`src/rtl/encode_upperimm_writer_pkg.sv`:
```
// Shared processor defines: opcodes, NOP word, ALU operation codes and the
// writer FSM state encoding.
package encode_upperimm_writer_pkg;

  localparam logic [6:0]  OPC_LUI   = 7'b0110111;
  localparam logic [6:0]  OPC_AUIPC = 7'b0010111;
  localparam logic [31:0] NOP_WORD  = 32'h0000_0013;

  localparam logic [4:0] ALU_NOP   = 5'd0;
  localparam logic [4:0] ALU_ADD   = 5'd1;
  localparam logic [4:0] ALU_SUB   = 5'd2;
  localparam logic [4:0] ALU_AND   = 5'd3;
  localparam logic [4:0] ALU_OR    = 5'd4;
  localparam logic [4:0] ALU_LUI   = 5'd14;
  localparam logic [4:0] ALU_AUIPC = 5'd15;

  typedef enum logic [1:0] {
    ST_IDLE   = 2'd0,
    ST_ACCEPT = 2'd1,
    ST_WRITE  = 2'd2,
    ST_DONE   = 2'd3
  } wr_state_t;

endpackage

```
`src/rtl/encode_upperimm_writer_if.sv`:
```
// Instruction-field handshake plus instruction-memory write bus.
interface encode_upperimm_writer_if;

  logic        in_valid;
  logic        in_ready;
  logic [4:0]  rd;
  logic [31:0] imm;
  logic [4:0]  alu_control;

  logic        mem_we;
  logic [31:0] mem_addr;
  logic [31:0] mem_wdata;
  logic        mem_ack;

  modport slave (
    input  in_valid, rd, imm, alu_control, mem_ack,
    output in_ready, mem_we, mem_addr, mem_wdata
  );

  modport master (
    output in_valid, rd, imm, alu_control, mem_ack,
    input  in_ready, mem_we, mem_addr, mem_wdata
  );

endinterface

```
`src/rtl/encode_upperimm_writer_encode.sv`:
```
// Combinational field-to-word encoder for upper-immediate instructions.
// Anything that is not LUI/AUIPC/NOP becomes a NOP and is flagged.
module encode_upperimm_inst
  import encode_upperimm_writer_pkg::*;
(
  input  logic [4:0]  rd,
  input  logic [31:0] imm,
  input  logic [4:0]  alu_control,
  output logic [31:0] word,
  output logic        imm_dropped,
  output logic        op_bad
);

  // imm[11:0] cannot be represented in a U-type word; report when it is lost
  always_comb begin
    word        = NOP_WORD;
    imm_dropped = 1'b0;
    op_bad      = 1'b0;
    case (alu_control)
      ALU_LUI: begin
        word        = {imm[31:12], rd, OPC_LUI};
        imm_dropped = |imm[11:0];
      end
      ALU_AUIPC: begin
        word        = {imm[31:12], rd, OPC_AUIPC};
        imm_dropped = |imm[11:0];
      end
      ALU_NOP: word = NOP_WORD;
      default: op_bad = 1'b1;
    endcase
  end

endmodule

```
`src/rtl/encode_upperimm_writer.sv`:
```
// Program-load writer: accepts instruction fields, encodes them and writes
// the words to consecutive instruction-memory addresses.
//
// state     | meaning
// ----------+-----------------------------------------------------------
// ST_IDLE   | waiting for start; job parameters latched on start
// ST_ACCEPT | in_ready high, waiting for one set of instruction fields
// ST_WRITE  | mem_we high with stable addr/data until mem_ack
// ST_DONE   | one-cycle done pulse, then back to idle
module encode_upperimm_writer
  import encode_upperimm_writer_pkg::*;
(
  input  logic        clk,
  input  logic        rst_n,
  input  logic        start,
  input  logic [31:0] base_addr,
  input  logic [15:0] num_words,
  encode_upperimm_writer_if.slave bus,
  output logic        busy,
  output logic        done,
  output logic        err_imm,
  output logic        err_op,
  output logic [15:0] words_written
);

  wr_state_t   state, state_nxt;
  logic [31:0] addr_q, wdata_q;
  logic [15:0] num_q, count_q, count_inc;
  logic        err_imm_q, err_op_q;
  logic [31:0] enc_word;
  logic        enc_imm_dropped, enc_op_bad;

  encode_upperimm_inst u_encode (
    .rd          (bus.rd),
    .imm         (bus.imm),
    .alu_control (bus.alu_control),
    .word        (enc_word),
    .imm_dropped (enc_imm_dropped),
    .op_bad      (enc_op_bad)
  );

  assign count_inc = count_q + 16'd1;

  // next-state decode; handshake/status outputs depend on state only
  always_comb begin
    state_nxt    = state;
    bus.in_ready = 1'b0;
    bus.mem_we   = 1'b0;
    busy         = 1'b1;
    done         = 1'b0;
    case (state)
      ST_IDLE: begin
        busy = 1'b0;
        if (start) state_nxt = (num_words == 16'd0) ? ST_DONE : ST_ACCEPT;
      end
      ST_ACCEPT: begin
        bus.in_ready = 1'b1;
        if (bus.in_valid) state_nxt = ST_WRITE;
      end
      ST_WRITE: begin
        bus.mem_we = 1'b1;
        if (bus.mem_ack) state_nxt = (count_inc == num_q) ? ST_DONE : ST_ACCEPT;
      end
      ST_DONE: begin
        done      = 1'b1;
        state_nxt = ST_IDLE;
      end
      default: state_nxt = ST_IDLE;
    endcase
  end

  // state register; reset abandons any write in flight
  always_ff @(posedge clk or negedge rst_n) begin
    if (!rst_n) state <= ST_IDLE;
    else        state <= state_nxt;
  end

  // job parameters, write address/data, progress count and sticky errors
  always_ff @(posedge clk or negedge rst_n) begin
    if (!rst_n) begin
      addr_q    <= 32'd0;
      wdata_q   <= 32'd0;
      num_q     <= 16'd0;
      count_q   <= 16'd0;
      err_imm_q <= 1'b0;
      err_op_q  <= 1'b0;
    end else begin
      case (state)
        ST_IDLE: begin
          if (start) begin
            addr_q    <= base_addr;
            num_q     <= num_words;
            count_q   <= 16'd0;
            err_imm_q <= 1'b0;
            err_op_q  <= 1'b0;
          end
        end
        ST_ACCEPT: begin
          if (bus.in_valid) begin
            wdata_q   <= enc_word;
            err_imm_q <= err_imm_q | enc_imm_dropped;
            err_op_q  <= err_op_q | enc_op_bad;
          end
        end
        ST_WRITE: begin
          if (bus.mem_ack) begin
            addr_q  <= addr_q + 32'd4;
            count_q <= count_inc;
          end
        end
        default: ;
      endcase
    end
  end

  assign bus.mem_addr  = addr_q;
  assign bus.mem_wdata = wdata_q;
  assign words_written = count_q;
  assign err_imm       = err_imm_q;
  assign err_op        = err_op_q;

endmodule

```
`src/flat_wrapper.sv`:
```
// flat-port wrapper written by rule: the top's interface ports become plain ports
module encode_upperimm_writer_flat import encode_upperimm_writer_pkg::*;
  (clk, rst_n, start, base_addr, num_words, busy, done, err_imm, err_op, words_written, bus_in_valid, bus_rd, bus_imm, bus_alu_control, bus_mem_ack, bus_in_ready, bus_mem_we, bus_mem_addr, bus_mem_wdata);
  encode_upperimm_writer_if bus_i ();
  input  logic clk;
  input  logic rst_n;
  input  logic start;
  input  logic [31:0] base_addr;
  input  logic [15:0] num_words;
  output logic busy;
  output logic done;
  output logic err_imm;
  output logic err_op;
  output logic [15:0] words_written;
  input wire logic [$bits(bus_i.in_valid)-1:0] bus_in_valid;
  input wire logic [$bits(bus_i.rd)-1:0] bus_rd;
  input wire logic [$bits(bus_i.imm)-1:0] bus_imm;
  input wire logic [$bits(bus_i.alu_control)-1:0] bus_alu_control;
  input wire logic [$bits(bus_i.mem_ack)-1:0] bus_mem_ack;
  output wire logic [$bits(bus_i.in_ready)-1:0] bus_in_ready;
  output wire logic [$bits(bus_i.mem_we)-1:0] bus_mem_we;
  output wire logic [$bits(bus_i.mem_addr)-1:0] bus_mem_addr;
  output wire logic [$bits(bus_i.mem_wdata)-1:0] bus_mem_wdata;
  assign bus_i.in_valid = bus_in_valid;
  assign bus_i.rd = bus_rd;
  assign bus_i.imm = bus_imm;
  assign bus_i.alu_control = bus_alu_control;
  assign bus_i.mem_ack = bus_mem_ack;
  assign bus_in_ready = bus_i.in_ready;
  assign bus_mem_we = bus_i.mem_we;
  assign bus_mem_addr = bus_i.mem_addr;
  assign bus_mem_wdata = bus_i.mem_wdata;
  encode_upperimm_writer u_core (.clk(clk), .rst_n(rst_n), .start(start), .base_addr(base_addr), .num_words(num_words), .bus(bus_i), .busy(busy), .done(done), .err_imm(err_imm), .err_op(err_op), .words_written(words_written));
endmodule
```
`config.mk`:
```
export PLATFORM = sky130hd
export DESIGN_NAME = encode_upperimm_writer_flat
export DESIGN_NICKNAME = d
export VERILOG_FILES = /design/src/rtl/encode_upperimm_writer_pkg.sv /design/src/rtl/encode_upperimm_writer_if.sv /design/src/rtl/encode_upperimm_writer_encode.sv /design/src/rtl/encode_upperimm_writer.sv /design/src/flat_wrapper.sv
export SDC_FILE = /design/constraint.sdc
export NUM_CORES = 1
export LEC_CHECK = 0
export CORE_MARGIN = 1.5
export CORE_UTILIZATION = 41
export DETAILED_ROUTE_END_ITERATION = 7
export HOLD_SLACK_MARGIN = 0.03
export PLACE_DENSITY = 0.84
export SLEW_MARGIN = 10
export SYNTH_ARGS = -nofsm -noshare
export SYNTH_HDL_FRONTEND = slang
export SYNTH_SLANG_ARGS = --single-unit
```
`constraint.sdc`:
```
create_clock -name clk -period 2 [get_ports clk]
set_input_delay 0.6 -clock clk [delete_from_list [all_inputs] [get_ports clk]]
set_output_delay 0.6 -clock clk [all_outputs]
set_load 0.01 [all_outputs]
```
==> results of run 1 <==
## per-stage QoR
step | setup TNS (ps) | utilization | std cells | total power, mW
after global placement | -4486 | 0.6287 | 961 | 7.806
after CTS | -23.70 | 0.6612 | 980 | 9.808
after floorplan | -307.4 | - | 584 | 5.542
after global routing | -273.1 | 0.6720 | 982 | 10.64
after detailed placement | -5779 | 0.6287 | 961 | 7.992
final | -68.43 | 0.6720 | 982 | 10.03
## power groups by stage
| stage | logic, mW | clock network, mW | registers [mW] |
|---|---|---|---|
| global route | 5.59 | 1.84 | 3.21 |
| floorplan | 2.26 | 0 | 3.28 |
| detailed placement | 4.86 | 0 | 3.13 |
| global placement | 4.70 | 0 | 3.10 |
| CTS | 4.95 | 1.74 | 3.12 |
| finish | 5.17 | 1.72 | 3.14 |
## per-layer routing
layer  routed length (µm)  track usage
met5                    0            0
met4                  605       0.1111
met3                 1263      0.05962
met2                 9057       0.4730
met1                 6806       0.3285
## worst max-delay path by stage
| stage | startpoint | to | slack (ps) | cells after the start |
|---|---|---|---|---|
| floorplan | u_core.bus.mem_addr[3]$_DFFE_PN0P_ | u_core.bus.mem_addr[26]$_DFFE_PN0P_ | -100 | 8 |
| global placement | start | u_core.bus.mem_addr[28]$_DFFE_PN0P_ | -320 | 7 |
| detailed placement | start | u_core.bus.mem_addr[26]$_DFFE_PN0P_ | -340 | 7 |
| CTS | u_core.words_written[0]$_DFFE_PN0P_ | u_core.state[1]$_DFFE_PN0P_ | -20 | 8 |
| global route | u_core.words_written[1]$_DFFE_PN0P_ | u_core.state[1]$_DFFE_PN0P_ | -220 | 7 |
| finish | u_core.words_written[1]$_DFFE_PN0P_ | u_core.state[1]$_DFFE_PN0P_ | -60 | 7 |
## sequential cells by signal, indices dropped and copies added (netlist names)
| register | cells |
|---|---|
| u_core.err_imm | 1 |
| u_core.bus.mem_addr | 32 |
| u_core.state | 2 |
| u_core.words_written | 16 |
| u_core.bus.mem_wdata | 28 |
| u_core.num_q | 16 |
| u_core.err_op | 1 |
## area by class of cell
type | count | area (µm²)
Sequential cell | 96 | 2415
Timing Repair Buffer | 259 | 2492
Fill cell | 946 | 3989
Clock inverter | 6 | 60.06
Clock buffer | 10 | 229.0
Tap cell | 168 | 210.2
Inverter | 11 | 41.29
Multi-Input combinational cell | 432 | 2725
## kinds of logic after synthesis
logic type,after synthesis,synth area share
AND/OR/NAND/NOR,223,0.2124
XOR/XNOR,19,0.03209
flip-flops,96,0.4633
AO/OA/AOI/OAI,184,0.2360
multiplexers,2,0.003861
other,1,0.0007232
adder cells (fa/ha/maj),2,0.004825
buffers and inverters,56,0.04682
## cell usage after synthesis (all sizes together), types with 8 or more instances
master | count | area share
nor3 | 10 | 0.011
inv | 11 | 0.0080
dfrtp | 96 | 0.46
buf | 21 | 0.021
nor2b | 9 | 0.011
and3 | 11 | 0.014
a21oi | 47 | 0.046
clkbuf | 24 | 0.018
nor2 | 37 | 0.027
nand3 | 30 | 0.036
a31oi | 9 | 0.011
a22o | 30 | 0.051
xnor2 | 13 | 0.022
o22ai | 12 | 0.014
o21ai | 45 | 0.044
nand4 | 8 | 0.0097
nand2 | 91 | 0.066
nor4 | 9 | 0.011
## repair_timing
item / CTS / global route
hold buffers: 0 / 0
resized for setup: 42 / 31
setup buffers: 3 / 1
endpoints found under the setup margin: 23 / 24
cloned: 0 / 1
pin swaps: 9 / 12
==> impl_metrics.env, run 1 <==
export IMPL_setup_viol_count_final=2
export IMPL_viasPerCell=5.680
export IMPL_rows=40
export IMPL_power_static_leakage_nw=3.568
export IMPL_ff2ff_path_depth=7
export IMPL_fin_skew_ps=6.611
export IMPL_p_sw_frac=0.3954
export IMPL_cp_num_buf_inv=0
export IMPL_area_growth_pct=57.63
export IMPL_cts_max_path_buffers=2
export IMPL_nets=906
export IMPL_worstSetupStartpointType="register"
export IMPL_clk_latency_ps=350
export IMPL_grt_use_total=0.2722
export IMPL_synth_area_mm2=0.005185
export IMPL_r2r_setup_slack_ps=-60
export IMPL_reg2reg_from="u_core.words_written[1]$_DFFE_PN0P_"
export IMPL_overflow=0
export IMPL_async_reset_ff_frac=1.000
export IMPL_antenna_found_initial=0
export IMPL_yosysSeqAreaShare=0.4633
export IMPL_avgSynthCellArea_um2=8.894
export IMPL_numCtsBuffers=9
export IMPL_numClockSinks=96
export IMPL_via_count=5578
export IMPL_antenna_left=0
export IMPL_hold_violations=0
export IMPL_final_common_cell="clkdlybuf4s50_1"
export IMPL_htreeDepth=3
export IMPL_port_buffers=178
export IMPL_die_x_um=115.5
export IMPL_die_area_mm2=0.01333
export IMPL_slowest_delay_ps=440
export IMPL_p_comb_frac=0.515
export IMPL_cts_tree="yes"
export IMPL_cts_root_buf="clkbuf_16"
export IMPL_final_area_mm2=0.008173
export IMPL_maxSlewHeadroom=0.6334
export IMPL_grt_pass1_wl_mm=28.28
export IMPL_yosysWarningCount=0
export IMPL_worst_hold_path_type="in -> async"
export IMPL_worstPathRequired_ps=2250
export IMPL_clkPwrFrac=0.172
export IMPL_crit_chain="ha_4 > xor2_2 > a311oi_2 > nand4_1 > a2111oi_2 > nand3_1 > o31ai_2"
export IMPL_place_congestion=0.9359
export IMPL_worstSetupPathType="reg -> reg"
export IMPL_worst_pin_slew_ps=549.9
export IMPL_power_frac_seq=0.313
export IMPL_dr_first_iter_drc_count=527
export IMPL_fin_crit_ps=2062
export IMPL_cp_arrival_ps=2310
export IMPL_synth_edf_count=0
export IMPL_final_period_utilization=1.031
export IMPL_finalMaxSlewViolations=0
export IMPL_failed_checks="negative setup slack"
export IMPL_grt_pass1_vias=5679
export IMPL_max_freq_ghz=0.4849
export IMPL_post_dp_hpwl_mm=12.65
export IMPL_status="finished, violations left"
export IMPL_dieHeight_um=115.5
export IMPL_synthCells=583
export IMPL_antenna_diode_count=0
export IMPL_ir_drop_mv=0.6196
export IMPL_coreArea_mm2=0.01216
export IMPL_rsz0062_at_grt="true"
export IMPL_crit_slowest_cell="dfrtp_2"
export IMPL_grt_max_degree=97
export IMPL_crit_family="compound AO/OA/AOI/OAI gates"
export IMPL_end_kind="register"
export IMPL_setup_ws_ps=-62.39
export IMPL_drive_gt1_frac=0.1867
export IMPL_first_pass_iters=5
export IMPL_wirelength_mm=17.73
export IMPL_placed_area_mm2=0.007646
export IMPL_r2r_end="u_core.state[1]$_DFFE_PN0P_"
export IMPL_internal_power_mw=6.067
export IMPL_post_drt_wl_per_cell_um=18.06
export IMPL_synth_seq_cells=96
export IMPL_switchingPower_mw=3.967
export IMPL_drc=0
export IMPL_power_per_cell_area_mw_per_mm2=1228
export IMPL_layout_common_cells="clkdlybuf4s50_1, nand2_1, dfrtp_1"
export IMPL_synth_main_ff_cell="dfrtp_1"
export IMPL_pre_cts_slack_ps=-344.2
export IMPL_clkTransAtPathRegs_ps=70
export IMPL_path_max_fanout=3
export IMPL_ios=181
export IMPL_holdWs_ps=270.4
export IMPL_synth_distinct_cells=64
export IMPL_start_util=0.4263
export IMPL_drv_cap=0
Power figures use the tool's default switching activity.
==> run 2, diff against run 1 <==
--- a/config.mk
+++ b/config.mk
@@ -5,11 +5,13 @@
 export SDC_FILE = /design/constraint.sdc
 export NUM_CORES = 1
 export LEC_CHECK = 0
-export CORE_MARGIN = 1.5
-export CORE_UTILIZATION = 41
+export CELL_PAD_IN_SITES_DETAIL_PLACEMENT = 1
+export CELL_PAD_IN_SITES_GLOBAL_PLACEMENT = 1
+export CORE_MARGIN = 2
+export CORE_UTILIZATION = 30
 export DETAILED_ROUTE_END_ITERATION = 7
 export HOLD_SLACK_MARGIN = 0.03
-export PLACE_DENSITY = 0.84
+export PLACE_DENSITY = 0.77
 export SLEW_MARGIN = 10
 export SYNTH_ARGS = -nofsm -noshare
 export SYNTH_HDL_FRONTEND = slang
==> run 2 against run 1 <==
Net effect: the flow still finishes with violations (negative setup slack); routed wire length grew 11%; die area grew 38%; sequential power is essentially flat; count of clock-buffer cells in the layout shrank 1; critical path type is now reg -> out; largest cell class unchanged.
==> impl_metrics.env, run 2 (same netlist as run 1, synthesis figures left out) <==
export IMPL_worstPathRequired_ps=1400
export IMPL_first_pass_iters=4
export IMPL_cp_arrival_ps=1410
export IMPL_wirelength_mm=19.65
export IMPL_worstSetupPathType="reg -> out"
export IMPL_hold_violations=0
export IMPL_grt_pass1_wl_mm=30.84
export IMPL_drv_cap=0
export IMPL_grt_pass1_vias=5769
export IMPL_via_count=5501
export IMPL_port_buffers=178
export IMPL_end_kind="primary output"
export IMPL_fillCellCount=1952
export IMPL_die_area_mm2=0.01835
export IMPL_failed_checks="negative setup slack"
export IMPL_grt_use_total=0.2130
export IMPL_numCtsBuffers=9
export IMPL_worst_hold_path_type="in -> async"
export IMPL_grt_max_degree=97
export IMPL_cts_max_path_buffers=2
export IMPL_finalMaxSlewViolations=0
export IMPL_post_dp_hpwl_mm=14.05
export IMPL_setup_viol_count_final=1
export IMPL_cts_tree="yes"
export IMPL_viasPerCell=5.300
export IMPL_fin_skew_ps=9.240
export IMPL_status="finished, violations left"
export IMPL_place_congestion=0.8640
export IMPL_postCtsHoldBufs=0
export IMPL_layout_common_cells="clkdlybuf4s50_1, nand2_1, dfrtp_1"
export IMPL_power_static_leakage_nw=3.555
export IMPL_utilization=0.4830
export IMPL_finalSetupTns_ps=-8.192
export IMPL_largest_reg_flops=32
export IMPL_pre_cts_slack_ps=-403.4
export IMPL_power_per_cell_area_mw_per_mm2=1210
export IMPL_antenna_found_initial=0
export IMPL_drc=0
export IMPL_clkTransAtPathRegs_ps=80
export IMPL_area_growth_pct=59.44
export IMPL_multi_input_area_mm2=0.002758
export IMPL_ios=181
export IMPL_htreeDepth=3
export IMPL_rows=48
export IMPL_numClockSinks=96
export IMPL_ir_drop_mv=0.5011
export IMPL_fin_crit_ps=2008
export IMPL_die_x_um=135.5
export IMPL_setup_ws_ps=-8.192
export IMPL_maxSlewHeadroom=0.6018
export IMPL_coreArea_mm2=0.01712
export IMPL_ff_latch_area_mm2=0.002416
export IMPL_rsz0062_at_grt="true"
export IMPL_cts_root_buf="clkbuf_16"
export IMPL_antenna_left=0
export IMPL_worst_pin_slew_ps=597.4
export IMPL_worstSetupStartpointType="register"
export IMPL_antenna_diode_count=0
export IMPL_dieHeight_um=135.5
export IMPL_max_freq_ghz=0.4980
export IMPL_holdWs_ps=265.0
export IMPL_dr_first_iter_drc_count=248
export IMPL_final_common_cell="clkdlybuf4s50_1"
export IMPL_path_max_fanout=5
export IMPL_finalPower_mw=10.00
export IMPL_final_period_utilization=1.004
export IMPL_drive_gt1_frac=0.1894
export IMPL_start_util=0.3029
export IMPL_overflow=0
export IMPL_post_drt_wl_per_cell_um=18.93
export IMPL_nets=905
export IMPL_clk_latency_ps=350
run 2: metal layers:
layer	wire, µm	part of all wire	track usage
met1	8131	0.41	0.2613
met2	9992	0.51	0.3703
met3	1180	0.060	0.05425
met4	346	0.018	0.06192
met5	0	0	0
run 2: where the power goes:
group	internal [mW]	switching, mW	leakage [nW]
clock	0.870	0.870	0.135
sequential	2.56	0.585	1.20
combinational	2.46	2.66	2.22
total	5.89	4.12	3.56
run 2: timing repair:
item                       CTS  global route
gates resized for setup     46            33
pin swaps                   12             9
buffers inserted             5             4
gates cloned                 0             1
hold endpoints to repair     0             0
setup endpoints to repair   27            28
run 2: cell type report:
class	count	area share
multi-input cells	432	0.3336
clock buffers	9	0.02724
clock inverters	7	0.007416
repair buffers	258	0.3004
flip-flops and latches	96	0.2923
well taps	225	0.03405
inverters	11	0.004995
run 2: worst paths after layout:
check                                                         start                                  end  slack (ps)  depth (start not counted)
worst max-delay path                    u_core.state[1]$_DFFE_PN0P_                           bus_mem_we          -8                          3
worst min-delay path                                          rst_n   u_core.bus.mem_addr[7]$_DFFE_PN0P_         270                          2
worst max register to register  u_core.words_written[0]$_DFFE_PN0P_          u_core.state[1]$_DFFE_PN0P_          10                          8
worst min register to register   u_core.bus.mem_addr[0]$_DFFE_PN0P_   u_core.bus.mem_addr[0]$_DFFE_PN0P_         470                          2
max in group asynchronous                                     rst_n  u_core.bus.mem_addr[25]$_DFFE_PN0P_        1210                          2
min in group clk                 u_core.bus.mem_addr[0]$_DFFE_PN0P_   u_core.bus.mem_addr[0]$_DFFE_PN0P_         470                          2
run 2: through the flow:
stage | std cells | area (µm²)
5_1_grt | 1038 | 8267
6_report | 1038 | 8267
3_3_place_gp | 1012 | 7685
4_1_cts | 1033 | 8077
3_5_place_dp | 1012 | 7685
2_1_floorplan | 584 | 5226
run 2: worst max-delay path: stages (launching register included):
cell and delay, ps:
dfrtp_2 460, nand2b_4 90, inv_1 180, dlygate4sd2_1 330
==> run 3, diff against run 2 <==
--- a/config.mk
+++ b/config.mk
@@ -5,6 +5,7 @@
 export SDC_FILE = /design/constraint.sdc
 export NUM_CORES = 1
 export LEC_CHECK = 0
+export CAP_MARGIN = 20
 export CELL_PAD_IN_SITES_DETAIL_PLACEMENT = 1
 export CELL_PAD_IN_SITES_GLOBAL_PLACEMENT = 1
 export CORE_MARGIN = 2
==> results of run 3 <==
No change in the layout: final DEF, timing and power equal those of run 2.
